<file path="src/rtl/pixel_divider_if.sv">
// Start/done handshake bundle for the sequential pixel divider.
// The requester drives start/a/b; the divider returns its status and results.
interface pixel_divider_if #(
    parameter int WIDTH = 8
);
    logic             start;
    logic [WIDTH-1:0] a;
    logic [WIDTH-1:0] b;
    logic             busy;
    logic             done;
    logic [WIDTH-1:0] q;
    logic [WIDTH-1:0] r;
    logic             div_by_zero;

    modport master (output start, a, b, input busy, done, q, r, div_by_zero);
    modport slave  (input start, a, b, output busy, done, q, r, div_by_zero);
endinterface

</file>
<file path="src/rtl/pixel_divider.sv">
// Restoring shift-subtract unsigned divider, one quotient bit per clock.
// Recovers unscaled pixels on watermark extraction: q = a / b, r = a % b.
module pixel_divider #(
    parameter int WIDTH = 8
) (
    input  logic            clk,
    input  logic            rst_n,
    pixel_divider_if.slave  bus
);
    typedef enum logic [1:0] {IDLE, CALC, DONE} state_t;

    localparam int            CW   = $clog2(WIDTH + 1);
    localparam logic [CW-1:0] LAST = CW'(WIDTH - 1);

    state_t           state;
    logic [CW-1:0]    cnt;
    logic [WIDTH-1:0] dvd, dvs, rem, quo;
    logic [WIDTH-1:0] q_q, r_q;
    logic             dbz_q;

    // The partial remainder can have its MSB set when b > 2^(WIDTH-1),
    // so the shifted value needs one extra bit before the compare.
    logic [WIDTH:0]   rem_t;
    logic [WIDTH-1:0] diff, rem_nxt;
    logic             ge;

    assign rem_t   = {rem, dvd[WIDTH-1]};
    assign ge      = rem_t >= {1'b0, dvs};
    assign diff    = rem_t[WIDTH-1:0] - dvs;
    assign rem_nxt = ge ? diff : rem_t[WIDTH-1:0];

    assign bus.busy        = (state != IDLE);
    assign bus.done        = (state == DONE);
    assign bus.q           = q_q;
    assign bus.r           = r_q;
    assign bus.div_by_zero = dbz_q;

    always_ff @(posedge clk or negedge rst_n) begin
        if (!rst_n) begin
            state <= IDLE;
            cnt   <= '0;
            dvd   <= '0;
            dvs   <= '0;
            rem   <= '0;
            quo   <= '0;
            q_q   <= '0;
            r_q   <= '0;
            dbz_q <= 1'b0;
        end else begin
            case (state)
                IDLE: begin
                    if (bus.start) begin
                        dvd <= bus.a;
                        if (bus.b == '0) begin
                            q_q   <= '1;
                            r_q   <= bus.a;
                            dbz_q <= 1'b1;
                            state <= DONE;
                        end else begin
                            dvs   <= bus.b;
                            rem   <= '0;
                            quo   <= '0;
                            cnt   <= '0;
                            state <= CALC;
                        end
                    end
                end
                CALC: begin
                    dvd <= {dvd[WIDTH-2:0], 1'b0};
                    rem <= rem_nxt;
                    quo <= {quo[WIDTH-2:0], ge};
                    cnt <= cnt + 1'b1;
                    if (cnt == LAST) begin
                        q_q   <= {quo[WIDTH-2:0], ge};
                        r_q   <= rem_nxt;
                        dbz_q <= 1'b0;
                        state <= DONE;
                    end
                end
                DONE:    state <= IDLE;
                default: state <= IDLE;
            endcase
        end
    end
endmodule

</file>
<file path="src/flat_wrapper.sv">
// flat-port wrapper written by rule: the top's interface ports become plain ports
module pixel_divider_flat 
#(
    parameter int WIDTH = 8
)
  (clk, rst_n, bus_start, bus_a, bus_b, bus_busy, bus_done, bus_q, bus_r, bus_div_by_zero);
  pixel_divider_if #(.WIDTH(WIDTH)) bus_i ();
  input  logic clk;
  input  logic rst_n;
  input wire logic [$bits(bus_i.start)-1:0] bus_start;
  input wire logic [$bits(bus_i.a)-1:0] bus_a;
  input wire logic [$bits(bus_i.b)-1:0] bus_b;
  output wire logic [$bits(bus_i.busy)-1:0] bus_busy;
  output wire logic [$bits(bus_i.done)-1:0] bus_done;
  output wire logic [$bits(bus_i.q)-1:0] bus_q;
  output wire logic [$bits(bus_i.r)-1:0] bus_r;
  output wire logic [$bits(bus_i.div_by_zero)-1:0] bus_div_by_zero;
  assign bus_i.start = bus_start;
  assign bus_i.a = bus_a;
  assign bus_i.b = bus_b;
  assign bus_busy = bus_i.busy;
  assign bus_done = bus_i.done;
  assign bus_q = bus_i.q;
  assign bus_r = bus_i.r;
  assign bus_div_by_zero = bus_i.div_by_zero;
  pixel_divider #(.WIDTH(WIDTH)) u_core (.clk(clk), .rst_n(rst_n), .bus(bus_i));
endmodule
</file>
<file path="config.mk">
export PLATFORM = sky130hd
export DESIGN_NAME = pixel_divider_flat
export DESIGN_NICKNAME = d
export VERILOG_FILES = /design/src/rtl/pixel_divider_if.sv /design/src/rtl/pixel_divider.sv /design/src/flat_wrapper.sv
export SDC_FILE = /design/constraint.sdc
export NUM_CORES = 1
export LEC_CHECK = 0
export BUFFER_PORTS_ARGS = -buffer_cell sky130_fd_sc_hd__buf_2
export CAP_MARGIN = 20
export CORE_UTILIZATION = 45
export CTS_CLUSTER_DIAMETER = 150
export DETAILED_ROUTE_END_ITERATION = 7
export GPL_ROUTABILITY_DRIVEN = 0
export SKIP_LAST_GASP = 1
export SYNTH_ARGS = -nofsm -noshare
export SYNTH_HDL_FRONTEND = slang
export SYNTH_SLANG_ARGS = --single-unit
</file>
<file path="constraint.sdc">
create_clock -name clk -period 5.2 [get_ports clk]
set_input_delay 0.52 -clock clk [delete_from_list [all_inputs] [get_ports clk]]
set_output_delay 0.52 -clock clk [all_outputs]
set_load 0.05 [all_outputs]
</file>
==> results of run 1 <==
-- layout by cell type, fill, tap and decap left out, types with 2 or more instances in the layout --
cell type	count
o22ai_1	3
nand3_1	12
o2111ai_1	4
nand2_1	41
o21ai_0	24
nand4b_1	2
nand2b_1	4
a21o_1	3
a21oi_1	17
and2_1	6
nand4_1	5
a31oi_1	8
xnor2_1	2
a21oi_2	3
nor2_1	29
ha_1	9
nor4_1	2
a22o_1	7
dfrtp_1	54
o311ai_0	3
a32oi_1	3
and3_1	2
buf_4	3
inv_1	16
or3_1	4
or4_4	2
o211ai_1	11
o31a_1	2
o221ai_1	2
mux2_2	2
nor3_1	10
buf_2	37
clkbuf_8	6
nor2b_1	6
-- cells in the mapped netlist, types with 3 or more instances --
cell type / number / area share
nor2_1: 29 / 0.036
clkbuf_1: 14 / 0.017
o211ai_1: 11 / 0.027
nor3_1: 10 / 0.016
o311ai_0: 3 / 0.0086
nand2b_1: 4 / 0.0082
a31oi_1: 8 / 0.016
nor2b_1: 6 / 0.012
o22ai_1: 3 / 0.0061
o21ai_0: 24 / 0.039
a22o_1: 7 / 0.020
ha_1: 9 / 0.037
nand2_1: 41 / 0.050
a32oi_1: 3 / 0.0086
inv_1: 16 / 0.020
or3_1: 4 / 0.0082
a21o_1: 3 / 0.0074
dfrtp_1: 54 / 0.44
nand4_1: 5 / 0.010
nand3_1: 12 / 0.020
o2111ai_1: 4 / 0.011
a21oi_2: 3 / 0.0086
and2_1: 6 / 0.012
a21oi_1: 17 / 0.028
-- stage by stage --
stage / std cells / worst slack [ns]
global placement: 436 / 2.64
floorplan: 339 / 3.08
detailed placement: 436 / 2.54
CTS: 444 / 2.50
finish: 444 / 2.46
global route: 444 / 2.22
-- routing by layer --
| metal | vias up | share of wire | wire length [µm] |
|---|---|---|---|
| met2 | 63 | 0.44 | 3300 |
| met4 | 0 | 0.019 | 140 |
| li1 | 1286 | - | - |
| met1 | 1239 | 0.50 | 3770 |
| met3 | 9 | 0.043 | 323 |
| met5 | - | 0 | 0 |
-- worst max-delay path by stage --
stage                                end  slack, ns
6_report       u_core.rem[0]$_DFFE_PN0P_       2.46
5_1_grt        u_core.rem[1]$_DFFE_PN0P_       2.22
4_1_cts        u_core.rem[0]$_DFFE_PN0P_       2.50
3_5_place_dp   u_core.rem[0]$_DFFE_PN0P_       2.54
3_3_place_gp   u_core.rem[0]$_DFFE_PN0P_       2.64
2_1_floorplan                   bus_done       3.08
-- cell type report --
cell class | count | share of cell area
sequential | 54 | 0.402
tap | 77 | 0.0286
clock buffer | 6 | 0.0246
inverter | 17 | 0.0193
multi-input combinational | 248 | 0.459
clock inverter | 2 | 0.00484
timing repair buffer | 40 | 0.0618
-- state kept, by name, indices dropped and copies added, names as in the netlist --
register / cells
u_core.bus.q: 8
u_core.bus.r: 8
u_core.dvd: 8
u_core.dvs: 8
u_core.rem: 8
u_core.quo: 7
u_core.cnt: 4
u_core.state: 2
u_core.bus.div_by_zero: 1
-- worst max-delay path: stages (launching register included) --
cell       delay [ns]
dfrtp_1          0.38
inv_1            0.06
ha_1             0.30
nor2b_1          0.19
o2111ai_1        0.21
a31oi_1          0.85
nor2_1           0.29
o311ai_0         0.35
-- power by group --
group / internal, mW / total, mW / switching [mW]
registers: 0.608 / 0.747 / 0.140
logic: 0.527 / 1.51 / 0.982
clock network: 0.110 / 0.259 / 0.149
total: 1.24 / 2.52 / 1.27
-- kinds of logic (layout without fill, tap and decap cells) --
logic type	Yosys count	after routing
simple gates	133	133
compound gates	100	100
flops	54	54
buf+inv	37	65
fa+ha+maj	10	10
xor+xnor	3	3
mux	2	2
==> run summary, run 1 <==
status -> finished, violations left
failing checks -> design-rule violations
post-CTS setup buffer count -> 0
die height -> 84.4 µm
dominant synthesized flop cell -> dfrtp_1
vias in the first global route -> 2498
R2R depth -> 7
register area share after synthesis -> 0.442
Cell Pwr Density -> 748 nW/µm²
Setup Crit Path Kind -> reg -> reg
startpoint types -> flop
root buffer cell -> clkbuf_8
clock buffer depth -> 2
Synth Area in Adders -> 0.0434
Clock Latency Late Sink -> 0.32 ns
Sequential cell area -> 1350 µm²
post-synthesis xor/xnor area fraction -> 0.00860
WL/cell -> 17.0 µm
distinct cell type count after synthesis -> 57
total clock sinks -> 54
Layout fillers -> 624
fin area -> 3360 µm²
# resized after CTS -> 0
period utilisation layout -> 0.527
EDFF count, synth -> 0
Die Wd -> 84.4 µm
Synth Area in Compound Gates -> 0.226
Port Buffers -> 37
met2 usage -> 0.332
initial antenna violation count -> 0
reg-to-reg slack, setup -> 2.46 ns
static leakage -> 1.51 nW
synth warn -> 0
Die ar. -> 7130 µm²
layout cells sized above 1 -> 0.174
Fin. Hold Viols -> 0
post-synthesis mux area share -> 0.00737
combinational family with the most area after synthesis -> compound AO/OA/AOI/OAI gates
iteration count of the initial detailed-routing pass -> 6
vias per cell -> 5.85
# diodes -> 0
CTS buffer count -> 5
Syn Nets -> 368
Mapped Cells -> 339
dpl hpwl -> 5320 µm
Initial Util -> 0.473
num rows -> 29
RR Endpoint -> u_core.rem[0]$_DFFE_PN0P_
cell area after placement -> 3260 µm²
fmax -> 365 MHz
Min-Delay Path Class -> in -> async
crit path DAT -> 2.95 ns
syn_area_per_cell -> 9.02 µm²
Placeable Area -> 6460 µm²
Clock transition at path regs -> 0.10 ns
unrepaired setup endpoints after global routing -> no
final net count -> 395
DRC marker count from the first detailed-route iteration -> 212
CP Data Required Time -> 5.40 ns
met3 usage -> 0.0374
Slew Viols, Final -> 0
GRT overflow -> 0
Core Util, Final -> 0.521
Final Hold Slack -> 0.329 ns
max_cap viols -> 0
post-route setup TNS -> 0 ns
Routed WL -> 7530 µm
Routed Antenna Nets -> 0
Residual DRC -> 6
Global Route met1 Usage -> 0.360
Peak VDD IR -> 457 µV
simple logic cell fraction of the synthesized area -> 0.220
cell area after synthesis -> 3060 µm²
Worst R2R Start -> u_core.dvs[1]$_DFFE_PN0P_
Worst Tran Pin Value -> 0.987 ns
Overall Power -> 2.52 mW
relative slew slack -> 0.339
minimum clock period -> 2.74 ns
clk_skew -> 0.0133 ns
CP max FO -> 11
Crit. Startpoint -> u_core.dvs[1]$_DFFE_PN0P_
CTS tree -> built
# IOs -> 38
GR peak layer -> met1
GRT Resource Usage Total -> 0.232
H-tree depth -> 2
Async SR Flop Fraction -> 1.00
DR vias -> 2597
post-cts hold buffer count -> 0
area grow syn2layout -> 10.0%
Worst setup EP type -> flop
first-pass GRT wire length -> 13000 µm
synthesis-stage register bit count -> 54
Multi-input gate area -> 1540 µm²
final setup violation count -> 0
largest net degree at the start of global routing -> 55
Power figures use the tool's default switching activity.
==> inputs of run 2 (changes only) <==
- PLACE_DENSITY: not set -> 0.67
- clock period: 5.2 -> 2.51 ns (I/O delays scaled with it)
==> run 2 against run 1 <==
- the run ends with design-rule violations, negative hold slack left
- final area is 2.5% higher
- highest routed layer unchanged
- sequential power is 100% higher
- clock power is 100% higher
- final cell count is 2.0% higher
- hold slack worse by 0.34 ns
==> run summary, run 2 (synthesized netlist as in run 1, its figures left out) <==
status -> finished, violations left
failing checks -> design-rule violations, negative hold slack
Fin. Hold Viols -> 25 (+25)
Reg power frac -> 0.287 (-0.010)
final net count -> 404 (+2.3%)
cell area after placement -> 3340 µm² (+2.5%)
# diodes -> 0 (unchanged)
clk_skew -> 0.00588 ns (-0.00743 ns)
final setup violation count -> 0 (unchanged)
Port Buffers -> 37 (unchanged)
Peak VDD IR -> 716 µV (+57%)
GRT Resource Usage Total -> 0.232 (about the same)
Slew Viols, Final -> 0 (unchanged)
initial antenna violation count -> 0 (unchanged)
dpl hpwl -> 5750 µm (+8.0%)
Clock Latency Late Sink -> 0.31 ns (about the same)
Worst setup EP type -> flop
# IOs -> 38 (unchanged)
root buffer cell -> clkbuf_8
R2R depth -> 6 (-1)
logic gate share of total power -> 0.616 (+0.016)
DR vias -> 2698 (+3.9%)
static leakage -> 1.56 nW (+3.4%)
Residual DRC -> 3 (-3)
DRC marker count from the first detailed-route iteration -> 153 (-28%)
area grow syn2layout -> 12.8%
crit path DAT -> 2.51 ns (-0.44 ns)
minimum clock period -> 2.31 ns (-0.432 ns)
total clock sinks -> 54 (unchanged)
Die ar. -> 7130 µm² (unchanged)
CP max FO -> 11 (unchanged)
Switching Share -> 0.501 (-0.00394)
Clock transition at path regs -> 0.10 ns (about the same)
clock buffer depth -> 2 (unchanged)
period utilisation layout -> 0.921 (+0.393)
fin area -> 3450 µm² (+2.5%)
CP Data Required Time -> 2.70 ns (-2.70 ns)
first-pass GRT wire length -> 12900 µm (-0.86%)
unrepaired setup endpoints after global routing -> no
Die Wd -> 84.4 µm (unchanged)
layout cells sized above 1 -> 0.199 (+0.0251)
switching power of the nets -> 2.67 mW (+110%)
post-route setup slack -> 0.199 ns (-2.26 ns)
Core Util, Final -> 0.534 (+0.0132)
WL/cell -> 17.1 µm (+1.1%)
Initial Util -> 0.473 (unchanged)
Final Hold Slack -> -0.0104 ns (-0.339 ns)
Worst Tran Pin Value -> 0.730 ns (-0.257 ns)
Routed Antenna Nets -> 0 (unchanged)
vias in the first global route -> 2570 (+2.9%)
iteration count of the initial detailed-routing pass -> 6 (unchanged)
Min-Delay Path Class -> in -> async
Post-Place Setup Slack -> 0.0460 ns (-2.49 ns)
most common cell after layout, fill and taps aside -> dfrtp_1
relative slew slack -> 0.513 (+0.174)
post-cts hold buffer count -> 0 (unchanged)
Setup Crit Path Kind -> reg -> reg
max_cap viols -> 0 (unchanged)
vias per cell -> 5.96 (+1.8%)
die height -> 84.4 µm (unchanged)
post-route setup TNS -> 0 ns (unchanged)
fmax -> 433 MHz (+19%)
clock network power share -> 0.097 (-0.006)
largest net degree at the start of global routing -> 31 (-44%)
startpoint types -> flop
GRT overflow -> 0 (unchanged)
num rows -> 29 (unchanged)
H-tree depth -> 2 (unchanged)
CTS tree -> built
most frequent cells in the layout -> dfrtp_1, nand2_1, buf_2, nor2_1, o21ai_0
Cell Pwr Density -> 1550 nW/µm² (+110%)
Placeable Area -> 6460 µm² (unchanged)
CTS buffer count -> 5 (unchanged)
Routed WL -> 7770 µm (+3.1%)
Int Pwr -> 2.66 mW (+110%)
[run 2: final timing paths]
| check | startpoint | endpoint | slack (ns) |
|---|---|---|---|
| worst max register to register | u_core.rem[5]$_DFFE_PN0P_ | u_core.bus.r[5]$_DFFE_PN0P_ | 0.20 |
| worst max-delay path | u_core.rem[5]$_DFFE_PN0P_ | u_core.bus.r[5]$_DFFE_PN0P_ | 0.20 |
| worst min register to register | u_core.dvd[5]$_DFFE_PN0P_ | u_core.dvd[5]$_DFFE_PN0P_ | 0.48 |
| worst min-delay path | rst_n | u_core.bus.r[5]$_DFFE_PN0P_ | -0.01 |
| min in group clk | bus_b[2] | u_core.dvs[2]$_DFFE_PN0P_ | 0.17 |
| max in group asynchronous | rst_n | u_core.quo[3]$_DFFE_PN0P_ | 1.93 |
[run 2: worst max-delay path, stage by stage, from the launching register on]
cell and delay (ns):
dfrtp_1 0.44, ha_1 0.43, a21oi_2 0.20, nor2b_1 0.10, or3_1 0.52, o211ai_1 0.38
o211ai_1 0.12
[run 2: layout make-up]
| cell class | count | area [µm²] |
|---|---|---|
| Multi-Input combinational cell | 248 | 1550 |
| Clock inverter | 2 | 12.5 |
| Inverter | 17 | 65.1 |
| Fill cell | 630 | 3010 |
| Timing Repair Buffer | 49 | 288 |
| Sequential cell | 54 | 1350 |
| Clock buffer | 6 | 82.6 |
| Tap cell | 77 | 96.3 |
[run 2: metal layers]
layer,vias to the layer above,global-route usage,share of wire
met3,9,0.0472,0.062
met2,92,0.376,0.47
met4,0,0.0663,0.014
met1,1291,0.318,0.46
met5,-,0,0
li1,1306,-,-
[run 2: repair_timing]
action,CTS,global route
setup endpoints to repair,0,5
setup buffers,0,0
gates resized for setup,0,4
[run 2: through the flow]
stage / power, mW / std cells
finish: 5.34 / 453
global route: 5.75 / 453
CTS: 5.31 / 453
detailed placement: 4.77 / 445
global placement: 4.68 / 445
floorplan: 3.93 / 339
[run 2: power groups by stage]
stage               sequential (mW)  combinational, mW  clock [mW]
global placement               1.53               3.15           0
global route                   1.57               3.61       0.571
finish                         1.53               3.29       0.519
CTS                            1.53               3.24       0.537
detailed placement             1.55               3.22           0
floorplan                      1.86               2.07           0
